`config.mk`:
```
export PLATFORM = sky130hd
export DESIGN_NAME = sseg_scan_capture
export DESIGN_NICKNAME = d
export VERILOG_FILES = /design/src/rtl/sseg_scan_capture_pkg.sv /design/src/rtl/sseg_to_hex_decode.sv /design/src/rtl/sseg_scan_capture.sv
export SDC_FILE = /design/constraint.sdc
export NUM_CORES = 1
export LEC_CHECK = 0
export ABC_AREA = 1
export CAP_MARGIN = 10
export CORE_MARGIN = 2
export CORE_UTILIZATION = 30
export CTS_BUF_LIST = sky130_fd_sc_hd__clkbuf_4 sky130_fd_sc_hd__clkbuf_8 sky130_fd_sc_hd__clkbuf_16
export DETAILED_ROUTE_END_ITERATION = 12
export HOLD_SLACK_MARGIN = 0.1
export SLEW_MARGIN = 20
export SYNTH_ARGS = -nofsm -noshare
export SYNTH_HDL_FRONTEND = slang
export SYNTH_SLANG_ARGS = --single-unit
export TNS_END_PERCENT = 100
```
`constraint.sdc`:
```
create_clock -name clk_amisha -period 5.9 [get_ports clk_amisha]
set_clock_uncertainty 0.2 [all_clocks]
set_input_delay 0.59 -clock clk_amisha [delete_from_list [all_inputs] [get_ports clk_amisha]]
set_output_delay 0.59 -clock clk_amisha [all_outputs]
set_load 0.03 [all_outputs]
```
`src/rtl/sseg_scan_capture_pkg.sv`:
```
// Shared definitions for the seven-segment scan capture path.
// Holds the active-low {a,b,c,d,e,f,g} glyph patterns for 0..F (the same
// constants the hex-to-segment encoder uses), the blank pattern, the capture
// FSM state type and small helpers for decoding the anode select.
package sseg_scan_capture_pkg;

    localparam logic [6:0] SEG_0 = 7'b0000001;
    localparam logic [6:0] SEG_1 = 7'b1001111;
    localparam logic [6:0] SEG_2 = 7'b0010010;
    localparam logic [6:0] SEG_3 = 7'b0000110;
    localparam logic [6:0] SEG_4 = 7'b1001100;
    localparam logic [6:0] SEG_5 = 7'b0100100;
    localparam logic [6:0] SEG_6 = 7'b0100000;
    localparam logic [6:0] SEG_7 = 7'b0001111;
    localparam logic [6:0] SEG_8 = 7'b0000000;
    localparam logic [6:0] SEG_9 = 7'b0000100;
    localparam logic [6:0] SEG_A = 7'b0001000;
    localparam logic [6:0] SEG_B = 7'b1100000;
    localparam logic [6:0] SEG_C = 7'b0110001;
    localparam logic [6:0] SEG_D = 7'b1000010;
    localparam logic [6:0] SEG_E = 7'b0110000;
    localparam logic [6:0] SEG_F = 7'b0111000;

    localparam logic [6:0] BLANK = 7'b1111111;

    typedef enum logic [1:0] {
        IDLE   = 2'd0,
        SETTLE = 2'd1,
        HOLD   = 2'd2
    } state_t;

    // Exactly one anode pulled low.
    function automatic logic sel_valid(input logic [3:0] an);
        return (an == 4'b1110) || (an == 4'b1101) ||
               (an == 4'b1011) || (an == 4'b0111);
    endfunction

    // Digit index of the low anode; only meaningful when sel_valid().
    function automatic logic [1:0] sel_index(input logic [3:0] an);
        logic [1:0] idx;
        case (an)
            4'b1101: idx = 2'd1;
            4'b1011: idx = 2'd2;
            4'b0111: idx = 2'd3;
            default: idx = 2'd0;
        endcase
        return idx;
    endfunction

endpackage

```
`src/rtl/sseg_to_hex_decode.sv`:
```
// Combinational seven-segment to hex decoder.
// Ports:
//   i_pattern  [6:0] active-low {a,b,c,d,e,f,g}
//   o_hex      [3:0] decoded nibble, 0 when the pattern is not a glyph
//   o_invalid        pattern is not one of the 16 glyphs (blank included)
module sseg_to_hex_decode
    import sseg_scan_capture_pkg::*;
(
    input  logic [6:0] i_pattern,
    output logic [3:0] o_hex,
    output logic       o_invalid
);

    always_comb begin
        o_hex     = 4'h0;
        o_invalid = 1'b0;
        case (i_pattern)
            SEG_0:   o_hex = 4'h0;
            SEG_1:   o_hex = 4'h1;
            SEG_2:   o_hex = 4'h2;
            SEG_3:   o_hex = 4'h3;
            SEG_4:   o_hex = 4'h4;
            SEG_5:   o_hex = 4'h5;
            SEG_6:   o_hex = 4'h6;
            SEG_7:   o_hex = 4'h7;
            SEG_8:   o_hex = 4'h8;
            SEG_9:   o_hex = 4'h9;
            SEG_A:   o_hex = 4'hA;
            SEG_B:   o_hex = 4'hB;
            SEG_C:   o_hex = 4'hC;
            SEG_D:   o_hex = 4'hD;
            SEG_E:   o_hex = 4'hE;
            SEG_F:   o_hex = 4'hF;
            default: o_invalid = 1'b1;
        endcase
    end

endmodule

```
`src/rtl/sseg_scan_capture.sv`:
```
// Receive side of the four-digit multiplexed seven-segment interface.
// Synchronizes the anode/segment lines, waits for each dwell to be stable,
// decodes the digit and assembles a complete four-digit frame.
// Ports:
//   clk_amisha          system clock
//   reset_amisha        asynchronous active-low reset
//   an_amisha   [3:0]   anode enables, active-low one-hot
//   sseg_amisha [7:0]   segment lines, active-low, [7]=dp, [6:0]={a..g}
//   hex_amisha  [15:0]  last complete frame, digit i in [4i+3:4i]
//   dp_out_amisha [3:0] raw dp bit per digit
//   err_amisha  [3:0]   per digit: pattern not a glyph
//   frame_valid_amisha  one-cycle pulse when the outputs are updated
//
// state  | meaning
// IDLE   | no valid anode select on the lines
// SETTLE | valid select, counting identical samples toward capture
// HOLD   | current dwell already captured, waiting for a change
module sseg_scan_capture
    import sseg_scan_capture_pkg::*;
#(
    parameter int STABLE_CYCLES = 16,
    parameter int SYNC_STAGES   = 2
) (
    input  logic        clk_amisha,
    input  logic        reset_amisha,
    input  logic [3:0]  an_amisha,
    input  logic [7:0]  sseg_amisha,
    output logic [15:0] hex_amisha,
    output logic [3:0]  dp_out_amisha,
    output logic [3:0]  err_amisha,
    output logic        frame_valid_amisha
);

    localparam logic [7:0] CNT_TC = 8'(STABLE_CYCLES);

    logic [11:0] r_sync [SYNC_STAGES];
    logic [11:0] r_prev;
    state_t      r_state;
    state_t      w_state_nxt;
    logic [7:0]  r_cnt;
    logic [7:0]  w_cnt_nxt;
    logic        w_capture;

    logic [15:0] r_sh_hex;
    logic [3:0]  r_sh_dp;
    logic [3:0]  r_sh_err;
    logic [3:0]  r_seen;

    logic [11:0] w_smp;
    logic [3:0]  w_an_s;
    logic [7:0]  w_sseg_s;
    logic        w_sel_ok;
    logic        w_changed;
    logic [1:0]  w_idx;
    logic [3:0]  w_digit_bit;
    logic        w_complete;
    logic [3:0]  w_dec_hex;
    logic        w_dec_inv;
    logic [15:0] w_sh_hex_nxt;
    logic [3:0]  w_sh_dp_nxt;
    logic [3:0]  w_sh_err_nxt;

    // Anode and segment lines share one synchronizer chain so a digit switch
    // never shows up as a mixed sample. Reset to all-ones (nothing selected).
    always_ff @(posedge clk_amisha or negedge reset_amisha) begin
        if (!reset_amisha) begin
            for (int i = 0; i < SYNC_STAGES; i++) r_sync[i] <= '1;
            r_prev <= '1;
        end else begin
            r_sync[0] <= {an_amisha, sseg_amisha};
            for (int i = 1; i < SYNC_STAGES; i++) r_sync[i] <= r_sync[i-1];
            r_prev <= r_sync[SYNC_STAGES-1];
        end
    end

    assign w_smp       = r_sync[SYNC_STAGES-1];
    assign w_an_s      = w_smp[11:8];
    assign w_sseg_s    = w_smp[7:0];
    assign w_sel_ok    = sel_valid(w_an_s);
    assign w_changed   = (w_smp != r_prev);
    assign w_idx       = sel_index(w_an_s);
    assign w_digit_bit = 4'b0001 << w_idx;
    assign w_complete  = ((r_seen | w_digit_bit) == 4'b1111);

    sseg_to_hex_decode u_decode (
        .i_pattern (w_sseg_s[6:0]),
        .o_hex     (w_dec_hex),
        .o_invalid (w_dec_inv)
    );

    always_comb begin
        w_state_nxt = r_state;
        w_cnt_nxt   = r_cnt;
        w_capture   = 1'b0;
        case (r_state)
            IDLE: begin
                if (w_sel_ok) begin
                    w_state_nxt = SETTLE;
                    w_cnt_nxt   = 8'd1;
                end
            end
            SETTLE: begin
                if (!w_sel_ok) begin
                    w_state_nxt = IDLE;
                    w_cnt_nxt   = 8'd0;
                end else if (w_changed) begin
                    w_cnt_nxt = 8'd1;
                end else begin
                    w_cnt_nxt = r_cnt + 8'd1;
                    // Capture on the edge where the count of identical
                    // samples reaches the threshold.
                    if (r_cnt + 8'd1 == CNT_TC) begin
                        w_capture   = 1'b1;
                        w_state_nxt = HOLD;
                    end
                end
            end
            HOLD: begin
                if (!w_sel_ok) begin
                    w_state_nxt = IDLE;
                    w_cnt_nxt   = 8'd0;
                end else if (w_changed) begin
                    w_state_nxt = SETTLE;
                    w_cnt_nxt   = 8'd1;
                end
            end
            default: begin
                w_state_nxt = IDLE;
                w_cnt_nxt   = 8'd0;
            end
        endcase
    end

    // Shadow contents including the digit being captured this cycle, so a
    // completing capture commits the new digit on the same edge.
    always_comb begin
        w_sh_hex_nxt = r_sh_hex;
        w_sh_dp_nxt  = r_sh_dp;
        w_sh_err_nxt = r_sh_err;
        w_sh_hex_nxt[{w_idx, 2'b00} +: 4] = w_dec_inv ? 4'h0 : w_dec_hex;
        w_sh_dp_nxt[w_idx]  = w_sseg_s[7];
        w_sh_err_nxt[w_idx] = w_dec_inv;
    end

    always_ff @(posedge clk_amisha or negedge reset_amisha) begin
        if (!reset_amisha) begin
            r_state            <= IDLE;
            r_cnt              <= 8'd0;
            r_sh_hex           <= 16'h0;
            r_sh_dp            <= 4'h0;
            r_sh_err           <= 4'h0;
            r_seen             <= 4'h0;
            hex_amisha         <= 16'h0;
            dp_out_amisha      <= 4'h0;
            err_amisha         <= 4'h0;
            frame_valid_amisha <= 1'b0;
        end else begin
            r_state            <= w_state_nxt;
            r_cnt              <= w_cnt_nxt;
            frame_valid_amisha <= 1'b0;
            if (w_capture) begin
                r_sh_hex <= w_sh_hex_nxt;
                r_sh_dp  <= w_sh_dp_nxt;
                r_sh_err <= w_sh_err_nxt;
                if (w_complete) begin
                    hex_amisha         <= w_sh_hex_nxt;
                    dp_out_amisha      <= w_sh_dp_nxt;
                    err_amisha         <= w_sh_err_nxt;
                    frame_valid_amisha <= 1'b1;
                    r_seen             <= 4'h0;
                end else begin
                    r_seen <= r_seen | w_digit_bit;
                end
            end
        end
    end

endmodule

```
Yosys cells after proc, flatten, opt, wreduce, memory -nomap -nowiden

Index checks and enable logic that the tools add are counted.

Flip-flop bits (word level): 99
Bits in latches: 0
Bits in writable memories: 0
Memory bits (read-only): 0
Input port bits: 14
Output and inout bits: 25
Word-level logic and storage cells: 88
Memories kept: 0

Add/subtract/negate cells: 2
$mul: 0
Div/mod/pow operators: 0
Order comparisons: 2
Equality and inequality tests: 28
Shifts and indexed selects: 3
Multiplexer cells: 29
Bitwise logic cells: 1
Reductions and logical operators: 10

Operators with widths:

| cell                                                  | number |
|---|---|
| case mux 4 bit (15 select lines)                      | 1 |
| 2-to-1 mux 8 bit                                      | 5 |
| equality test 7 x 6 -> 1 bit (second input constant)  | 5 |
| equality test 7 bit (second input constant)           | 4 |
| case mux 8 bit (3 select lines)                       | 1 |
| bitwise mux 16 bit                                    | 1 |
| equality test 4 bit (second input constant)           | 4 |
| OR reduction 16 bit                                   | 1 |
| variable shift 4 x 6 -> 16 bit (first input constant) | 1 |
| indexed part select 4 x 6 -> 16 bit                   | 1 |
| equality test 7 x 3 -> 1 bit (second input constant)  | 2 |
| equality test 7 x 4 -> 1 bit (second input constant)  | 2 |
| 2-to-1 mux 2 bit                                      | 6 |
| inequality test 12 bit                                | 1 |
| case mux 2 bit (3 select lines)                       | 2 |
| inequality test 3 bit (second input constant)         | 3 |
| adder 8 x 1 -> 8 bit (second input constant)          | 1 |
| bitwise mux 4 bit                                     | 2 |
| equality test 8 x 5 -> 1 bit (second input constant)  | 1 |
| 2-to-1 mux 1 bit                                      | 8 |
| 2-to-1 mux 4 bit                                      | 2 |
| equality test 7 x 1 -> 1 bit (second input constant)  | 1 |
| equality test 7 x 5 -> 1 bit (second input constant)  | 1 |
| logical NOT 7 bit                                     | 1 |
| other kinds (15)                                      | 18 |

Logic depth before layout (Yosys ltp)

Gate-level depths: netlist (run 1).

Depth in word-level cells: 7
Depth in mapped cells: 13
Depth with buffers taken out: 13

By module

Synthesis (run 1) repeated with hierarchy kept, for this count alone.

Cells, all modules: 594
Area total of the unflattened synthesis: 4,813.4 um^2

By module, submodules not included:

| module             | instances | cells an instance | area an instance (um^2) | sequential area each (um^2) |
|---|---|---|---|---|
| sseg_scan_capture  | 1         | 520               | 4,495.6                 | 2,522.4 |
| sseg_to_hex_decode | 1         | 74                | 317.8                   | 0.0 |

Worst setup path after synthesis (run 1)

No wires, ideal clock.

Kind: reg2reg
Start point: reg r_sync, in the netlist w_smp[11]
End point: reg hex_amisha[8]
Arrival: 2,397 ps
Data required time: 5,587 ps
Slack: 3,190 ps
Stages on the path, launching flop included: 12
Buffers on the path: 1
Period minus slack after synthesis: 2,710 ps
Cell sequence: dfstp_2 -> nand2_1 -> nor3_1 -> nor2_1 -> inv_1 -> ha_1 -> nor2_1 -> nor4_2 -> clkbuf_1 -> nand4_1 -> nand2_1 -> inv_1

Longest elaborated chain between the ends: 7
Elaborated cells between the ends (all ways): 20
Those cells by class: 1 x add/sub; 6 x eq/ne; 3 x shift; 5 x mux; 1 x bitwise; 4 x reduce/logical

RTL lines:

| what                                                        | RTL line                 | RTL |
|---|---|---|
| start, declared                                             | sseg_scan_capture.sv:36  | `logic [11:0] r_sync [SYNC_STAGES];` |
| branches (longest 7 deep; another with negation 4 -> 6 bit) | --                       |  |
| end signal, assigned                                        | sseg_scan_capture.sv:166 | `hex_amisha <= w_sh_hex_nxt;` |
| end, declared                                               | sseg_scan_capture.sv:28  | `output logic [15:0] hex_amisha,` |

Several ways; the timed one is not identified.
A chain may end at the register's enable or synchronous reset.

Final worst setup path (run 1)

Start point: reg r_sync, in the netlist w_smp[11]
End point: reg r_seen[2]

Longest elaborated chain between the ends: 6
Elaborated cells between the ends (all ways): 16
Those cells by class: 6 x eq/ne; 1 x shift; 5 x mux; 1 x bitwise; 3 x reduce/logical

RTL lines:

| what                                                                | RTL line                                                                       | RTL |
|---|---|---|
| equality test 4 x 3 -> 1 bit (tied with other cells)                | sseg_scan_capture_pkg.sv:35, sseg_scan_capture_pkg.sv:41                       |  |
| case mux 2 bit (3 select lines) or logical OR 1 bit (tied branches) | sseg_scan_capture_pkg.sv:41, sseg_scan_capture_pkg.sv:34                       |  |
| left shift 1 x 2 -> 4 bit or logical OR 1 bit (tied branches)       | sseg_scan_capture.sv:82, sseg_scan_capture_pkg.sv:34                           |  |
| bitwise OR 4 bit or logical OR 1 bit (tied branches)                | sseg_scan_capture.sv:83, sseg_scan_capture.sv:172, sseg_scan_capture_pkg.sv:35 |  |
| equality test 4 bit or 2-to-1 mux 1 bit (tied branches)             | sseg_scan_capture.sv:83, sseg_scan_capture.sv:103                              |  |
| 2-to-1 mux 4 bit or 2-to-1 mux 1 bit (tied branches)                | sseg_scan_capture.sv:165, sseg_scan_capture.sv:95                              |  |
| end signal, assigned                                                | sseg_scan_capture.sv:172                                                       | `r_seen <= r_seen \| w_digit_bit;` |
| end, declared                                                       | sseg_scan_capture.sv:47                                                        | `logic [3:0] r_seen;` |

Several ways; a longest one is shown, not always the timed one.

==> reports/qor.csv, run 1 <==
stage,metric,value,unit
drt,Post-DRT Antenna Nets,0,
yosys,sequential share of the synthesized area,0.535,
critical_path,CP peak stage delay,0.61,ns
yosys,"Cell Area, Synth",4710,um^2
placement,Post-DP HPWL,7.02,mm
cts,Sink Count,99,
drt,Via-to-Cell Ratio,4.41,
critical_path,"critical path fanouts, max",26,
sta,RSZ-0062 raised after global routing,false,
critical_path,CP max stage cell,nor4_4,
critical_path,Worst path most repeated cell,nor2_1,
grt,GRT overflow,0,
critical_path,crit-path cells,"nand2_1, nor3_1, nor2_1, inv_1, ha_1, nor2_1, nor4_4, buf_4, nand2_4, inv_2, a21oi_1",
power_and_ir_drop,total power draw,1440,uW
critical_path,CP Class,reg -> reg,
yosys,Area contributors post-synth,"dfrtp_1, dfstp_2, nand2_1",
critical_path,Critical Path RT,5.91,ns
critical_path,crit path launch type,flop,
critical_path,Crit path max-delay family,simple AND/OR/NAND/NOR gates,
drt,final WL,9.98,mm
cts,clock buffer depth,2,
final_layout,number of diodes,0,
job,max-cap violations,0,
sta,"Hold Vio Cnt, Final",0,
drt,DRC,0,
sta,min cycle time layout,3.36,ns
critical_path,Worst Reg-to-Reg Cells,11,
die,Die H,129,um
sta,Peak Freq,298,MHz
yosys,share of the synthesized area in the top cell type,0.334,
power_and_ir_drop,power density over the cells,256,nW/um^2
placement,Placement Setup Slack,2.54,ns
yosys,syn nets,603,
sta,final setup fails,0,
cts,H-Tree Depth,3,
yosys,synth unique cells,36,
critical_path,Levels on crit path,11,
sta,"Slew Viols, Final",0,
yosys,Post-Syn Area per Cell,8.11,um^2
final_layout,"Net count, final",642,
cts,# Post-CTS Setup Buffers,0,
power_and_ir_drop,Peak VDD IR,0.116,mV
final_layout,most frequent cells in the layout,"nand2_1, inv_1, nor2_1",
yosys,Syn. warnings,0,
placement,GP Congestion,0.856,
die,core region area,15300,um^2
critical_path,WP data arrival,3.37,ns
power_and_ir_drop,Leak,0.00285,uW
cts,Clock Pin Slew Worst Setup and Hold Paths,0.07,ns
final_layout,Area Growth Syn to Fin,19.4,%
critical_path,critical path endpoint,r_seen[2],
sta,period utilization,0.570,
grt,antenna violations before repair,0,
grt,GRT Total Usage,0.131,
sta,final worst slack,2.54,ns
sta,setup TNS,0,ns
yosys,post-synthesis cell count,581,
drt,drt wl/cell,11.9,um
die,Ports,39,
sta,worst-margin pin slew,0.769,ns
outcome,status,completed,
die,Die Area,16700,um^2
critical_path,origin of the worst setup path,w_smp[11],
final_layout,"commonest non-fill, non-tap cell in the layout",nand2_1,
critical_path,reg2reg end,r_seen[2],
cts,Worst-Skew Late Latency,0.34,ns
drt,drt pass-1 iters,5,
grt,largest net degree at the start of global routing,86,
critical_path,worst reg2reg startpoint,w_smp[11],
grt,number of global-route vias before repair,3675,
die,chip width,129,um
cts,CTS Buf Count,9,
drt,vias after detailed routing,3688,
yosys,"FF+latch count, synth",99,
cts,CTS resizes,0,
die,Initial Utilization,0.309,
placement,Port Buffers,38,
final_layout,layout cell share with drive strength beyond 1,0.114,
critical_path,reg2reg setup slack,2.54,ns
critical_path,Worst Setup End Kind,flop,
die,row cnt,45,
hold_path,worst hold stages,0,
cts,CTS tree,built,
drt,initial drt markers,178,
grt,first-pass GRT wire length,17.5,mm
cts,clock root buffer,clkbuf_16,
sta,Slew headroom,0.488,
critical_path,Buf/Inv on CP,3,
hold_path,class of the worst hold path,reg -> reg,
yosys,"area leader, netlist",dfrtp_1,
final_layout,post-layout util,0.369,
==> per-layer routing <==
layer	global-route usage	share of wire	vias to the layer above
li1	-	-	1883
met1	0.176	0.48	1717
met2	0.208	0.47	76
met3	0.0211	0.039	12
met4	0.0652	0.015	0
met5	0	0	-
==> Yosys cell counts, drive strengths merged <==
cell type and number:
a21boi 4, a21oi 17, a31oi 2, and2 1, buf 10, clkbuf 3
clkinv 1, dfrtp 63, dfstp 36, ha 8, inv 73, nand2 203
nand3 36, nand3b 2, nand4 9, nor2 68, nor3 5, nor4 1
o21a 1, o21ai 30, o22ai 1, or2 1, xnor2 5, xor2 1
==> stage by stage <==
step	hold WS, ns	instance area [um^2]	std cells
2_1_floorplan	0.0944	4710	581
3_3_place_gp	0.145	5290	819
5_1_grt	0.152	5630	836
6_report	0.150	5630	836
4_1_cts	0.150	5620	836
3_5_place_dp	0.147	5290	819
==> power breakdown <==
group / internal (uW) / switching (uW)
combinational: 32.8 / 73.8
sequential: 708 / 17.4
clock: 358 / 252
total: 1100 / 343
==> how the worst min path moves through the flow <==
stage                             from  slack [ns]               end
after floorplan           reset_amisha        0.09  dp_out_amisha[0]
after global placement      r_sync[16]        0.15          w_smp[4]
after detailed placement    r_sync[13]        0.15          w_smp[1]
after CTS                   r_sync[20]        0.15          w_smp[8]
after global routing        r_sync[16]        0.15          w_smp[4]
final                       r_sync[20]        0.15          w_smp[8]
==> area by class of cell <==
type | instances | area, um^2
Clock buffer | 14 | 305
Clock inverter | 2 | 13.8
Fill cell | 1548 | 9630
Inverter | 74 | 278
Multi-Input combinational cell | 395 | 1840
Sequential cell | 99 | 2520
Tap cell | 211 | 264
Timing Repair Buffer | 41 | 407
==> flip-flops by register name, indices dropped and copies added (netlist names) <==
register,cells
r_sync,12
hex_amisha,16
r_seen,4
r_sh_err,4
err_amisha,4
r_cnt,8
w_smp,12
frame_valid_amisha,1
r_prev,12
r_sh_dp,4
dp_out_amisha,4
r_sh_hex,16
r_state,2
==> logic make-up after synthesis <==
group / count (synthesis) / synth area share
simple gates: 326 / 0.293
flops: 99 / 0.535
buf+inv: 87 / 0.0770
compound gates: 55 / 0.0627
fa+ha+maj: 8 / 0.0212
xor+xnor: 6 / 0.0111
==> what timing repair did <==
item                       in CTS  in global routing
setup endpoints to repair       0                  0
hold buffers                    1                  0
hold endpoints to repair       11                  0
Power figures use the tool's default switching activity.
==> inputs of run 2 (changes only) <==
==> constraint.sdc (replaced) <==
create_clock -name clk_amisha -period 2.8 [get_ports clk_amisha]
set_clock_uncertainty 0.2 [all_clocks]
set_input_delay 0.28 -clock clk_amisha [delete_from_list [all_inputs] [get_ports clk_amisha]]
set_output_delay 0.28 -clock clk_amisha [all_outputs]
set_load 0.03 [all_outputs]
==> run 2 against run 1 <==
Via count up 0.84%. Wire length up 2.6%. Sequential power is 110% higher. Maximum frequency up 31%. Hold slack got worse by 0.015 ns. Flip-flop and latch count is the same. Combinational power rose by 130%. Critical path type unchanged.
==> reports/qor.csv, run 2 (synthesis results as in run 1) <==
stage,metric,value,unit,change
hold_path,class of the worst hold path,in -> reg,,was reg -> reg
cts,Sink Count,99,,unchanged
final_layout,biggest registers after layout,"hex_amisha x16, r_sh_hex x16",,unchanged
cts,Worst-Skew Late Latency,0.36,ns,was 0.34 ns
cts,CTS Buf Count,9,,unchanged
sta,"Slew Viols, Final",0,,unchanged
sta,"Hold Vio Cnt, Final",0,,unchanged
grt,largest net degree at the start of global routing,55,,was 86
cts,clock buffer depth,2,,unchanged
die,chip width,129,um,unchanged
power_and_ir_drop,Leak,0.00291,uW,was 0.00285 uW
grt,number of global-route vias before repair,3859,,was 3675
critical_path,Worst Setup End Kind,flop,,unchanged
final_layout,post-layout util,0.375,,was 0.369
critical_path,Critical Path RT,2.85,ns,was 5.91 ns
final_layout,"commonest non-fill, non-tap cell in the layout",nand2_1,,unchanged
die,row cnt,45,,unchanged
critical_path,WP data arrival,2.61,ns,was 3.37 ns
die,Die H,129,um,unchanged
sta,RSZ-0062 raised after global routing,false,,unchanged
critical_path,crit path launch type,flop,,unchanged
sta,setup TNS,0,ns,unchanged
drt,drt wl/cell,12.1,um,was 11.9 um
sta,final setup fails,0,,unchanged
final_layout,layout cell share with drive strength beyond 1,0.132,,was 0.114
final_layout,fillers,1528,,was 1548
placement,Placement Setup Slack,0.156,ns,was 2.54 ns
hold_path,worst hold stages,1,,was 0
die,Initial Utilization,0.309,,unchanged
sta,period utilization,0.916,,was 0.570
sta,Peak Freq,390,MHz,was 298 MHz
sta,Slew headroom,0.538,,was 0.488
die,Ports,39,,unchanged
die,Die Area,16700,um^2,unchanged
drt,drt pass-1 iters,4,,was 5
drt,Via-to-Cell Ratio,4.39,,was 4.41
grt,first-pass GRT wire length,18.1,mm,was 17.5 mm
final_layout,Area Growth Syn to Fin,21.3,%,was 19.4%
power_and_ir_drop,power density over the cells,532,nW/um^2,was 256 nW/um^2
power_and_ir_drop,total power draw,3040,uW,was 1440 uW
job,max-cap violations,0,,unchanged
cts,CTS tree,built,,unchanged
placement,Port Buffers,38,,unchanged
sta,worst-margin pin slew,0.693,ns,was 0.769 ns
sta,final worst slack,0.234,ns,was 2.54 ns
drt,Post-DRT Antenna Nets,0,,unchanged
die,core region area,15300,um^2,unchanged
final_layout,"Net count, final",653,,was 642
sta,min cycle time layout,2.57,ns,was 3.36 ns
cts,Clock Pin Slew Worst Setup and Hold Paths,0.07,ns,about the same
outcome,status,completed,,unchanged
placement,GP Congestion,0.870,,was 0.856
critical_path,"critical path fanouts, max",13,,was 26
placement,Post-DP HPWL,7.26,mm,was 7.02 mm
cts,clock root buffer,clkbuf_16,,unchanged
critical_path,Worst Reg-to-Reg Cells,12,,was 11
grt,antenna violations before repair,0,,unchanged
final_layout,most frequent cells in the layout,"nand2_1, inv_1, nor2_1",,unchanged
power_and_ir_drop,Peak VDD IR,0.314,mV,was 0.116 mV
grt,GRT overflow,0,,unchanged
critical_path,CP Class,reg -> reg,,unchanged
grt,GRT Total Usage,0.136,,was 0.131
drt,final WL,10.2,mm,was 9.98 mm
drt,vias after detailed routing,3719,,was 3688
cts,H-Tree Depth,3,,unchanged
final_layout,number of diodes,0,,unchanged
drt,DRC,0,,unchanged
drt,initial drt markers,241,,was 178
[run 2: stage by stage]
| stage | area (um^2) | cells | hold slack [ns] |
|---|---|---|---|
| 2_1_floorplan | 4710 | 581 | -0.216 |
| 5_1_grt | 5720 | 847 | 0.125 |
| 6_report | 5720 | 847 | 0.135 |
| 3_5_place_dp | 5370 | 827 | 0.147 |
| 4_1_cts | 5680 | 844 | 0.120 |
| 3_3_place_gp | 5370 | 827 | 0.146 |
[run 2: report_power, final]
group | switching [uW] | internal (uW) | leakage (uW) | total, uW
Combinational | 160 | 83.3 | 0.00151 | 244
Clock | 531 | 735 | 0.000146 | 1270
Sequential | 37.6 | 1490 | 0.00126 | 1530
Total | 729 | 2310 | 0.00291 | 3040
[run 2: routing by layer]
layer / vias up / share of wire / global-route usage
met5: - / 0 / 0
met4: 0 / 0.021 / 0.0601
met3: 15 / 0.049 / 0.0322
met2: 73 / 0.47 / 0.222
met1: 1730 / 0.46 / 0.173
li1: 1901 / - / -
[run 2: timing repair]
item                       in CTS  in global routing
hold endpoints to repair       26                  0
gates resized for setup         0                  4
buffers inserted                0                  2
setup endpoints to repair       0                 28
hold buffers                    1                  0
[run 2: worst max-delay path: stages, from the launching register on]
cell,delay (ns)
dfstp_2,0.56
nand2_1,0.12
nor3_1,0.20
nor2_2,0.12
inv_1,0.12
ha_2,0.25
nor2_1,0.09
nor4_4,0.20
buf_4,0.18
buf_4,0.12
nand2_4,0.11
nor2_1,0.14
nor2_1,0.05
[run 2: layout make-up]
type / count / area [um^2] / share of cell area
clock buffer: 12 / 254 / 0.0444
sequential: 99 / 2520 / 0.441
inverter: 74 / 278 / 0.0486
clock inverter: 4 / 50.0 / 0.00876
tap: 211 / 264 / 0.0462
timing repair buffer: 51 / 494 / 0.0865
multi-input combinational: 396 / 1850 / 0.324
[run 2: final timing paths]
path                                    from        endpoint  slack (ns)
worst min register to register    r_sync[21]        w_smp[9]        0.15
worst min-delay path            an_amisha[2]      r_sync[22]        0.13
worst max-delay path               w_smp[11]  hex_amisha[14]        0.23
max in group asynchronous       reset_amisha       r_prev[4]        1.35
worst max register to register     w_smp[11]  hex_amisha[14]        0.23
min in group asynchronous       reset_amisha      r_state[1]        0.33
